**src/rtl/pc_predict_if.sv**
```systemverilog
// Fetch-side bundle for the PC predictor: stall/BTB lookup, branch resolution
// from execute, and the predicted fetch stream. The statistics counters are
// only present when PC_PREDICT_STATS_EN is defined.
interface pc_predict_if;
  logic        stall;
  logic        btb_hit;
  logic [15:0] btb_target;
  logic        resolve_valid;
  logic [15:0] resolve_pc;
  logic        resolve_taken;
  logic [15:0] resolve_target;
  logic        resolve_pred_taken;
  logic [15:0] resolve_pred_target;
  logic [15:0] pc_out;
  logic        pred_taken;
  logic [15:0] next_pc;
  logic        flush;
`ifdef PC_PREDICT_STATS_EN
  logic [15:0] branch_count;
  logic [15:0] mispredict_count;

  modport slave (
    input  stall, btb_hit, btb_target, resolve_valid, resolve_pc,
           resolve_taken, resolve_target, resolve_pred_taken, resolve_pred_target,
    output pc_out, pred_taken, next_pc, flush, branch_count, mispredict_count
  );
  modport master (
    output stall, btb_hit, btb_target, resolve_valid, resolve_pc,
           resolve_taken, resolve_target, resolve_pred_taken, resolve_pred_target,
    input  pc_out, pred_taken, next_pc, flush, branch_count, mispredict_count
  );
`else
  modport slave (
    input  stall, btb_hit, btb_target, resolve_valid, resolve_pc,
           resolve_taken, resolve_target, resolve_pred_taken, resolve_pred_target,
    output pc_out, pred_taken, next_pc, flush
  );
  modport master (
    output stall, btb_hit, btb_target, resolve_valid, resolve_pc,
           resolve_taken, resolve_target, resolve_pred_taken, resolve_pred_target,
    input  pc_out, pred_taken, next_pc, flush
  );
`endif
endinterface

```
**src/rtl/pc_predict.sv**
```systemverilog
// Fetch PC generator with a 16-entry 2-bit bimodal PHT (indexed by pc[4:1])
// gated by an external BTB hit. Mispredicts from execute redirect fetch in
// the same cycle, overriding stall. Optional macro PC_PREDICT_STATS_EN adds
// saturating branch / mispredict counters.
module pc_predict (
  input  logic         clk,
  input  logic         reset,
  pc_predict_if.slave  bus
);

  localparam int PHT_N = 16;

  logic [1:0]  r_pht [PHT_N];
  logic [15:0] r_pc;

  logic [1:0]  w_pht_rd;
  logic        w_pred_taken;
  logic        w_mispredict;
  logic [15:0] w_next_pc;
  logic [3:0]  w_upd_idx;

  function automatic logic [1:0] sat_inc2(input logic [1:0] v);
    return (v == 2'b11) ? v : v + 2'b01;
  endfunction

  function automatic logic [1:0] sat_dec2(input logic [1:0] v);
    return (v == 2'b00) ? v : v - 2'b01;
  endfunction

  // PHT read is of the registered array, so a same-cycle update is not bypassed
  assign w_pht_rd     = r_pht[r_pc[4:1]];
  assign w_pred_taken = bus.btb_hit & w_pht_rd[1];
  assign w_upd_idx    = bus.resolve_pc[4:1];

  // Direction mismatch, or taken with a wrong target; not-taken ignores targets
  assign w_mispredict = bus.resolve_valid &
                        ((bus.resolve_taken != bus.resolve_pred_taken) |
                         (bus.resolve_taken & (bus.resolve_target != bus.resolve_pred_target)));

  // Next fetch PC selection: reset, redirect, stall, predicted-taken, sequential
  always_comb begin
    w_next_pc = r_pc + 16'd2;
    if (reset) begin
      w_next_pc = 16'h0000;
    end else if (w_mispredict) begin
      w_next_pc = bus.resolve_taken ? bus.resolve_target : (bus.resolve_pc + 16'd2);
    end else if (bus.stall) begin
      w_next_pc = r_pc;
    end else if (w_pred_taken) begin
      w_next_pc = bus.btb_target;
    end
  end

  // Fetch PC register
  always_ff @(posedge clk) begin
    if (reset) begin
      r_pc <= 16'h0000;
    end else begin
      r_pc <= w_next_pc;
    end
  end

  // PHT training on every resolved branch, independent of stall
  always_ff @(posedge clk) begin
    if (reset) begin
      for (int i = 0; i < PHT_N; i++) begin
        r_pht[i] <= 2'b01;
      end
    end else if (bus.resolve_valid) begin
      r_pht[w_upd_idx] <= bus.resolve_taken ? sat_inc2(r_pht[w_upd_idx])
                                            : sat_dec2(r_pht[w_upd_idx]);
    end
  end

  assign bus.pc_out     = r_pc;
  assign bus.pred_taken = w_pred_taken;
  assign bus.next_pc    = w_next_pc;
  assign bus.flush      = w_mispredict;

`ifdef PC_PREDICT_STATS_EN
  logic [15:0] r_branch_count;
  logic [15:0] r_mispredict_count;

  function automatic logic [15:0] sat_inc16(input logic [15:0] v);
    return (v == 16'hFFFF) ? v : v + 16'd1;
  endfunction

  // Saturating resolve / mispredict statistics
  always_ff @(posedge clk) begin
    if (reset) begin
      r_branch_count     <= 16'h0000;
      r_mispredict_count <= 16'h0000;
    end else begin
      if (bus.resolve_valid) r_branch_count     <= sat_inc16(r_branch_count);
      if (w_mispredict)      r_mispredict_count <= sat_inc16(r_mispredict_count);
    end
  end

  assign bus.branch_count     = r_branch_count;
  assign bus.mispredict_count = r_mispredict_count;
`endif

endmodule
```
**src/flat_wrapper.sv**
```systemverilog
// flat-port wrapper written by rule: the top's interface ports become plain ports
module pc_predict_flat 
  (clk, reset, bus_stall, bus_btb_hit, bus_btb_target, bus_resolve_valid, bus_resolve_pc, bus_resolve_taken, bus_resolve_target, bus_resolve_pred_taken, bus_resolve_pred_target, bus_pc_out, bus_pred_taken, bus_next_pc, bus_flush);
  pc_predict_if bus_i ();
  input  logic clk;
  input  logic reset;
  input wire logic [$bits(bus_i.stall)-1:0] bus_stall;
  input wire logic [$bits(bus_i.btb_hit)-1:0] bus_btb_hit;
  input wire logic [$bits(bus_i.btb_target)-1:0] bus_btb_target;
  input wire logic [$bits(bus_i.resolve_valid)-1:0] bus_resolve_valid;
  input wire logic [$bits(bus_i.resolve_pc)-1:0] bus_resolve_pc;
  input wire logic [$bits(bus_i.resolve_taken)-1:0] bus_resolve_taken;
  input wire logic [$bits(bus_i.resolve_target)-1:0] bus_resolve_target;
  input wire logic [$bits(bus_i.resolve_pred_taken)-1:0] bus_resolve_pred_taken;
  input wire logic [$bits(bus_i.resolve_pred_target)-1:0] bus_resolve_pred_target;
  output wire logic [$bits(bus_i.pc_out)-1:0] bus_pc_out;
  output wire logic [$bits(bus_i.pred_taken)-1:0] bus_pred_taken;
  output wire logic [$bits(bus_i.next_pc)-1:0] bus_next_pc;
  output wire logic [$bits(bus_i.flush)-1:0] bus_flush;
  assign bus_i.stall = bus_stall;
  assign bus_i.btb_hit = bus_btb_hit;
  assign bus_i.btb_target = bus_btb_target;
  assign bus_i.resolve_valid = bus_resolve_valid;
  assign bus_i.resolve_pc = bus_resolve_pc;
  assign bus_i.resolve_taken = bus_resolve_taken;
  assign bus_i.resolve_target = bus_resolve_target;
  assign bus_i.resolve_pred_taken = bus_resolve_pred_taken;
  assign bus_i.resolve_pred_target = bus_resolve_pred_target;
  assign bus_pc_out = bus_i.pc_out;
  assign bus_pred_taken = bus_i.pred_taken;
  assign bus_next_pc = bus_i.next_pc;
  assign bus_flush = bus_i.flush;
  pc_predict u_core (.clk(clk), .reset(reset), .bus(bus_i));
endmodule
```
**config.mk**
```make
export PLATFORM = sky130hd
export DESIGN_NAME = pc_predict_flat
export DESIGN_NICKNAME = d
export VERILOG_FILES = /design/src/rtl/pc_predict_if.sv /design/src/rtl/pc_predict.sv /design/src/flat_wrapper.sv
export SDC_FILE = /design/constraint.sdc
export NUM_CORES = 1
export LEC_CHECK = 0
export BUFFER_PORTS_ARGS = -buffer_cell sky130_fd_sc_hd__buf_2
export CAP_MARGIN = 5
export CORE_UTILIZATION = 48
export CTS_BUF_LIST = sky130_fd_sc_hd__clkbuf_8
export CTS_CLUSTER_DIAMETER = 60
export DETAILED_ROUTE_END_ITERATION = 7
export PLACE_DENSITY = 0.74
export SKIP_CTS_REPAIR_TIMING = 1
export SYNTH_ARGS = -nofsm -noshare
export SYNTH_HDL_FRONTEND = slang
export SYNTH_SLANG_ARGS = --single-unit
export TNS_END_PERCENT = 5
```
**constraint.sdc**
```tcl
create_clock -name clk -period 10.1 [get_ports clk]
set_input_delay 3.03 -clock clk [delete_from_list [all_inputs] [get_ports clk]]
set_output_delay 3.03 -clock clk [all_outputs]
set_load 0.02 [all_outputs]
```
# [Yosys cells after proc, flatten, opt, wreduce, memory -nomap -nowiden]
# Memory sizes are Yosys's and may differ from the RTL's. A register that Yosys moved wholly into a read port is not among the register bits.
# Cells that the tools add are included.
[classes] add_sub_neg=4 mul=0 div=0 n_lt_le_gt_ge=0 n_eq_ne=3 shift=0 n_mux=17 bitwise=4 n_reduce_logical=2
[op_table] op="16-bit two-way mux" count=5
[op_table] op="16-bit by 2-bit adder with 16-bit output, second input constant" count=2
[op_table] op="16-bit inequality test" count=1
[op_table] op="2-bit two-way mux" count=4
[op_table] op="4-bit two-way mux" count=2
[op_table] op="1-bit two-way mux" count=6
[op_table] op="1-bit bitwise AND" count=3
[op_table] op="2-bit by 1-bit adder with 2-bit output, second input constant" count=1
[op_table] op="2-bit == test, second input constant" count=1
[op_table] op="2-bit zero test" count=1
[op_table] op="2-bit OR reduction" count=1
[op_table] op="2-bit by 1-bit subtractor with 2-bit output, second input constant" count=1
[op_table] op="1-bit inequality test" count=1
[op_table] op="1-bit OR" count=1
[totals] ff_bits=16 latch_bits=0 mem_bits_rw=32 mem_bits_ro=0 in_bits=71 output_inout_bits=34 word_cells=32 n_memories=1
[mem_list] memory="u_core.r_pht" words=16 word_bits=2 read_ports=2 rd_clocked_by_memory_dff=1 wr=16 line_no="pc_predict.sv:13" rtl="logic [1:0] r_pht [PHT_N];"

# [Depth between registers and ports, before layout]
# Gate-level depths: netlist (run 1).
[logic_depth] depth_word=7 ltp_mapped=8 depth_no_buf=7

# [Worst setup path before layout (run 1)]
# No wires, ideal clock.
[synth_path] path_kind="input -> output" start="input bus_resolve_pred_target[9]" end="output bus_next_pc[10]" arrival_time_ns=4.983 required_ns=7.070 slack_ns=2.087 path_stages=7 path_buffers=1 cell_sequence="xnor2_1 > nand4_1 > or4_1 > o221ai_1 > clkbuf_1 > inv_2 > a221oi_1"
[synth_via] elab_chain_cells=6
[synth_lines] item="start: declaration" line_no="flat_wrapper.sv:15" rtl="input wire logic [$bits(bus_i.resolve_pred_target)-1:0] bus_resolve_pred_target;"
[synth_lines] item="16-bit inequality test" line_no="pc_predict.sv:38" rtl="(bus.resolve_taken & (bus.resolve_target != bus.resolve_pred_target)));"
[synth_lines] item="1-bit bitwise AND" line_no="pc_predict.sv:38"
[synth_lines] item="1-bit OR" line_no="pc_predict.sv:37" rtl="((bus.resolve_taken != bus.resolve_pred_taken) |"
[synth_lines] item="1-bit bitwise AND" line_no="pc_predict.sv:36" rtl="assign w_mispredict = bus.resolve_valid &"
[synth_lines] item="named net bus_flush" line_no="flat_wrapper.sv:19" rtl="output wire logic [$bits(bus_i.flush)-1:0] bus_flush;"
[synth_lines] item="16-bit two-way mux" line_no="pc_predict.sv:45" rtl="end else if (w_mispredict) begin"
[synth_lines] item="16-bit two-way mux" line_no="pc_predict.sv:43" rtl="if (reset) begin"
[synth_lines] item="end: declaration" line_no="flat_wrapper.sv:18" rtl="output wire logic [$bits(bus_i.next_pc)-1:0] bus_next_pc;"
# The timed path passes the listed nets, and every way through them passes these cells.

# [Final worst setup path (run 1)]
[layout_path] start="input bus_resolve_pred_target[2]" end="output bus_next_pc[13]"
[layout_via] elab_chain_cells=6
[layout_lines] item="16-bit inequality test" line_no="pc_predict.sv:38"
[layout_lines] item="1-bit bitwise AND" line_no="pc_predict.sv:38"
[layout_lines] item="1-bit OR" line_no="pc_predict.sv:37"
[layout_lines] item="1-bit bitwise AND" line_no="pc_predict.sv:36"
[layout_lines] item="16-bit two-way mux" line_no="pc_predict.sv:45"
[layout_lines] item="16-bit two-way mux" line_no="pc_predict.sv:43"
# No other way between the ends.

==> impl_metrics.csv, run 1 <==
group,metric,value,unit
synth,netlist_area,3730,um^2
placement,placed_area,4270,um^2
global_route,grt_overflow_total,0,
timing,slew_viol_final,0,
route,drt_pass1_iterations,5,
route,drcViolationCount,0,
final_layout,fin_nets,570,
synth,syn_nets,485,
synth,synth_edf_count,32,
timing,hold-worst-slack,0.579,ns
route,vias_per_cell,6.29,
timing,setup_tns,0,ns
route,drt_wl_total,10900,um
synth,synth_top_cell_area_share,0.257,
global_route,track_usage,0.272,
cts,cts_root_buf,"clkbuf_8",
cts,cts_buffer_depth,2,
timing,period_needed,8.60,ns
floorplan,die_h,90.2,um
pwr,clockPowerShare,0.301,
timing,relSlewSlack,0.447,
cts,numCtsBuffers,5,
timing,fin_ws,1.50,ns
final_layout,fill_cells,655,
final_layout,antenna-diode-count,0,
pwr,leakage,1.64,nW
timing,finalSetupViolCount,0,
timing,hold_viol_final,0,
critical_path,start_kind,"input pin",
critical_path,cp.arrival,5.57,ns
synth,yosys_register_bits,48,
pwr,finalPower,0.568,mW
pwr,p_int,0.384,mW
synth,ys_types,57,
run,maxCapViolations,0,
pwr,p_comb_frac,0.286,
final_layout,area_growth,18.2,%
floorplan,die-area,8130,um^2
timing,period_share,0.852,
final_layout,drive_gt1_frac,0.289,
synth,avgSynthCellArea,9.13,um^2
timing,worst_pin_slew,0.829,ns
cts,htreeDepth,2,
cts,clock_latency,0.31,ns
global_route,grt_max_degree,31,
synth,yosys_warnings,0,
critical_path,worstPathRequired,7.07,ns
worst_hold_path,min_path_type,"reg2reg",
run_status,status,"complete, no violations",
timing,finalClockSkew,0.0183,ns
cts,cts.sinks,48,
global_route,grt_pass1_vias,3425,
pwr,power_density,129,nW/um^2
floorplan,rows,31,
placement,hpwl,8440,um
route,first_iter_violations,298,
floorplan,core,7370,um^2
synth,ys_seq_area_frac,0.343,
pwr,seq_power_share,0.413,
timing,clock.fmax,116,MHz
route,routedWlPerCell,18.4,um
floorplan,ios,105,
synth,synthTopCellsByArea,"edfxtp_1 26%, dfxtp_1 8.6%, xnor2_1 6.8%",
final_layout,final_cell_mix,"104 x buf_2, 46 x nand2_1, 32 x edfxtp_1",
pwr,p_sw,0.184,mW
pwr,netSwitchingFraction,0.324,
floorplan,start_util,0.506,
final_layout,final_area,4410,um^2
synth,synth_area_leader_cell,"edfxtp_1",
final_layout,mostFrequentLayoutCell,"buf_2",
synth,synth-async-reset-ratio,0,
pwr,ir_drop,83.0,uV
placement,gp_congestion,0.875,
route,ant_nets,0,
global_route,antenna_found_initial,0,
placement,numPortBuffers,104,
placement,place_ws,1.56,ns
cts,clkSlewWorstSetupHoldPaths,0.10,ns
timing,rsz0062_at_grt,"false",
critical_path,critPathKind,"in2out",
cts,cts_tree,"yes",
critical_path,crit_fanout,20,
route,via_count,3736,
synth,synth_cells,409,
floorplan,die_x,90.2,um
synth,synth_ff_type,"edfxtp_1",
critical_path,cp-end-kind,"primary output",
global_route,grt_pass1_wl,17700,um
-- cells in the mapped netlist, types with 6 or more instances --
library cell  number
mux2i_1            8
nand2_1           46
xnor2_1           29
nor2b_1            7
a31oi_1           10
edfxtp_1          32
nor2_1            31
clkbuf_1          19
mux4_2            10
nand3_1           31
inv_1              8
nor3_1             9
buf_2              6
o31ai_1            6
o21ai_0           23
dfxtp_1           16
a221oi_1           8
nand4_1           10
xor2_1             9
o211ai_1           8
-- worst paths after layout --
path                              startpoint                               end  slack (ns)  cells past startpoint
max               bus_resolve_pred_target[2]                   bus_next_pc[13]        1.50                      9
min          u_core.bus.pc_out[8]$_SDFF_PP0_   u_core.bus.pc_out[8]$_SDFF_PP0_        0.58                      2
max reg2reg  u_core.bus.pc_out[1]$_SDFF_PP0_  u_core.bus.pc_out[14]$_SDFF_PP0_        7.30                      6
min reg2reg  u_core.bus.pc_out[8]$_SDFF_PP0_   u_core.bus.pc_out[8]$_SDFF_PP0_        0.58                      2
-- stage by stage --
| step | cells | utilization |
|---|---|---|
| after floorplan | 409 | - |
| after global placement | 586 | 0.580 |
| after detailed placement | 586 | 0.580 |
| after CTS | 594 | 0.599 |
| after global routing | 594 | 0.599 |
| final | 594 | 0.599 |
-- power groups by stage --
| stage | clock (mW) | sequential, mW | combinational (mW) |
|---|---|---|---|
| floorplan | 0 | 0.240 | 0.103 |
| global route | 0.180 | 0.236 | 0.175 |
| finish | 0.171 | 0.235 | 0.162 |
| CTS | 0.173 | 0.234 | 0.161 |
| global placement | 0 | 0.239 | 0.156 |
| detailed placement | 0 | 0.239 | 0.159 |
-- state kept, by name (all words and copies together), names as in the netlist --
signal and flops:
u_core.r_pht 32, u_core.bus.pc_out 16
-- layout make-up --
| type | instances | area (um^2) | share of cell area |
|---|---|---|---|
| Timing Repair Buffer | 106 | 536 | 0.121 |
| Clock buffer | 5 | 68.8 | 0.0156 |
| Multi-Input combinational cell | 322 | 2290 | 0.520 |
| Clock inverter | 3 | 68.8 | 0.0156 |
| Sequential cell | 48 | 1280 | 0.290 |
| Inverter | 11 | 41.3 | 0.00936 |
| Tap cell | 99 | 124 | 0.0281 |
-- kinds of logic after synthesis --
logic type      Yosys count  share of synthesized area
fa+ha+maj                 7                     0.0228
simple gates            165                      0.223
mux                      26                      0.114
buf+inv                  39                     0.0443
xor+xnor                 38                     0.0892
flops                    48                      0.343
compound gates           86                      0.163
-- worst max-delay path: stages --
cell and delay [ns]:
buf_2 0.11, xnor2_1 0.23, nand3_1 0.10, or4_1 0.53, o221ai_2 0.64, buf_4 0.30
a21boi_0 0.31, a221oi_1 0.15, buf_2 0.18
-- metal layers --
layer  vias up  GRT usage  wire length, um  part of all wire
met5         -          0                0                 0
met4         0     0.0659              163             0.015
met3        17     0.0372              918             0.084
met2       224      0.424             5160              0.47
met1      1780      0.398             4660              0.43
li1       1715          -                -                 -
Note: power is estimated with default switching activity, not from simulation.
==> inputs of run 2 (changes only) <==
Settings changed: CORE_ASPECT_RATIO from default to 0.5.
==> run 2 against run 1 <==
Final area is 0.85% lower; setup slack better by 0.35 ns; maximum frequency is 4.2% higher.
==> impl_metrics.csv, run 2 (synthesis results as in run 1) <==
group,metric,value,unit
timing,setup_tns,0,ns
global_route,grt_pass1_vias,3129,
timing,hold-worst-slack,0.571,ns
placement,place_ws,1.86,ns
final_layout,fin_nets,569,
critical_path,cp-startpoint,"bus_resolve_pc[3]",
pwr,p_int,0.357,mW
route,vias_per_cell,6.11,
timing,hold_viol_final,0,
cts,cts_tree,"yes",
route,first_iter_violations,253,
final_layout,largest_reg_flops,32,
floorplan,rows,22,
timing,relSlewSlack,0.470,
route,via_count,3602,
timing,clock.fmax,121,MHz
cts,clock_latency,0.33,ns
pwr,clockPowerShare,0.272,
final_layout,fin_cells,590,
floorplan,die_x,127,um
pwr,p_comb_frac,0.293,
final_layout,regMostFlops,"u_core.r_pht",
pwr,ir_drop,79.6,uV
global_route,grt_max_degree,39,
placement,placed_area,4260,um^2
timing,period_needed,8.25,ns
timing,period_share,0.817,
final_layout,area_growth,17.2,%
global_route,antenna_found_initial,0,
cts,cts_buffer_depth,2,
floorplan,ios,105,
run,maxCapViolations,0,
critical_path,start_kind,"input pin",
critical_path,worstPathRequired,7.07,ns
cts,numCtsBuffers,5,
run_status,status,"complete, no violations",
pwr,finalPower,0.538,mW
global_route,grt_overflow_total,0,
placement,numPortBuffers,104,
placement,hpwl,7830,um
worst_hold_path,hold_start,"u_core.bus.pc_out[9]$_SDFF_PP0_",
timing,slew_viol_final,0,
global_route,grt_pass1_wl,15700,um
critical_path,crit_fanout,22,
cts,cts.sinks,48,
route,drcViolationCount,0,
final_layout,antenna-diode-count,0,
critical_path,critPathKind,"in2out",
floorplan,die-area,8150,um^2
worst_hold_path,min_path_type,"reg2reg",
placement,gp_congestion,0.920,
floorplan,die_h,64.4,um
final_layout,final_cell_mix,"104 x buf_2, 46 x nand2_1, 32 x edfxtp_1",
route,routedWlPerCell,17.5,um
global_route,track_usage,0.254,
cts,cts_root_buf,"clkbuf_8",
critical_path,cp.arrival,5.22,ns
final_layout,mostFrequentLayoutCell,"buf_2",
final_layout,final_area,4370,um^2
floorplan,core,7430,um^2
pwr,netSwitchingFraction,0.337,
route,drt_pass1_iterations,5,
final_layout,final_util,0.589,
cts,clkSlewWorstSetupHoldPaths,0.10,ns
pwr,p_sw,0.181,mW
timing,finalSetupViolCount,0,
timing,rsz0062_at_grt,"false",
timing,finalClockSkew,0.0129,ns
critical_path,cp-end-kind,"primary output",
critical_path,worstReg2RegStart,"u_core.bus.pc_out[1]$_SDFF_PP0_",
route,ant_nets,0,
pwr,power_density,123,nW/um^2
final_layout,drive_gt1_frac,0.285,
route,drt_wl_total,10300,um
timing,fin_ws,1.85,ns
cts,htreeDepth,2,
pwr,leakage,1.62,nW
floorplan,start_util,0.502,
pwr,seq_power_share,0.435,
timing,worst_pin_slew,0.795,ns
placement,dpl.cell_count,582,
-- run 2: power groups by stage --
stage | Clock, mW | Combinational (mW) | Sequential, mW
final | 0.146 | 0.158 | 0.234
after global routing | 0.154 | 0.171 | 0.237
after CTS | 0.147 | 0.157 | 0.234
after detailed placement | 0 | 0.156 | 0.239
after global placement | 0 | 0.155 | 0.239
after floorplan | 0 | 0.103 | 0.240
-- run 2: worst paths after layout --
check	to	cells past startpoint	slack, ns
worst max-delay path	bus_next_pc[14]	8	1.85
worst min-delay path	u_core.bus.pc_out[9]$_SDFF_PP0_	2	0.57
worst max register to register	u_core.bus.pc_out[14]$_SDFF_PP0_	6	7.36
worst min register to register	u_core.bus.pc_out[9]$_SDFF_PP0_	2	0.57
-- run 2: final cells by class --
| type | count | area, um^2 |
|---|---|---|
| tap | 96 | 120 |
| sequential | 48 | 1280 |
| clock buffer | 5 | 68.8 |
| fill | 678 | 3060 |
| multi-input combinational | 322 | 2290 |
| timing repair buffer | 105 | 528 |
| clock inverter | 3 | 42.5 |
| inverter | 11 | 41.3 |
-- run 2: worst max-delay path, cell delays in order --
cell	delay (ns)
buf_2	0.34
and4_1	0.36
nand4_1	0.22
nor2_1	0.21
xnor2_1	0.08
a2111oi_0	0.63
a31o_1	0.19
buf_2	0.16
-- run 2: layer usage --
metal  vias to the layer above  global-route usage  wire length [um]
li1                       1720                   -                 -
met5                         -                   0                 0
met3                        24              0.0528               692
met2                       150               0.416              4680
met4                         0              0.0982               252
met1                      1708               0.334              4680
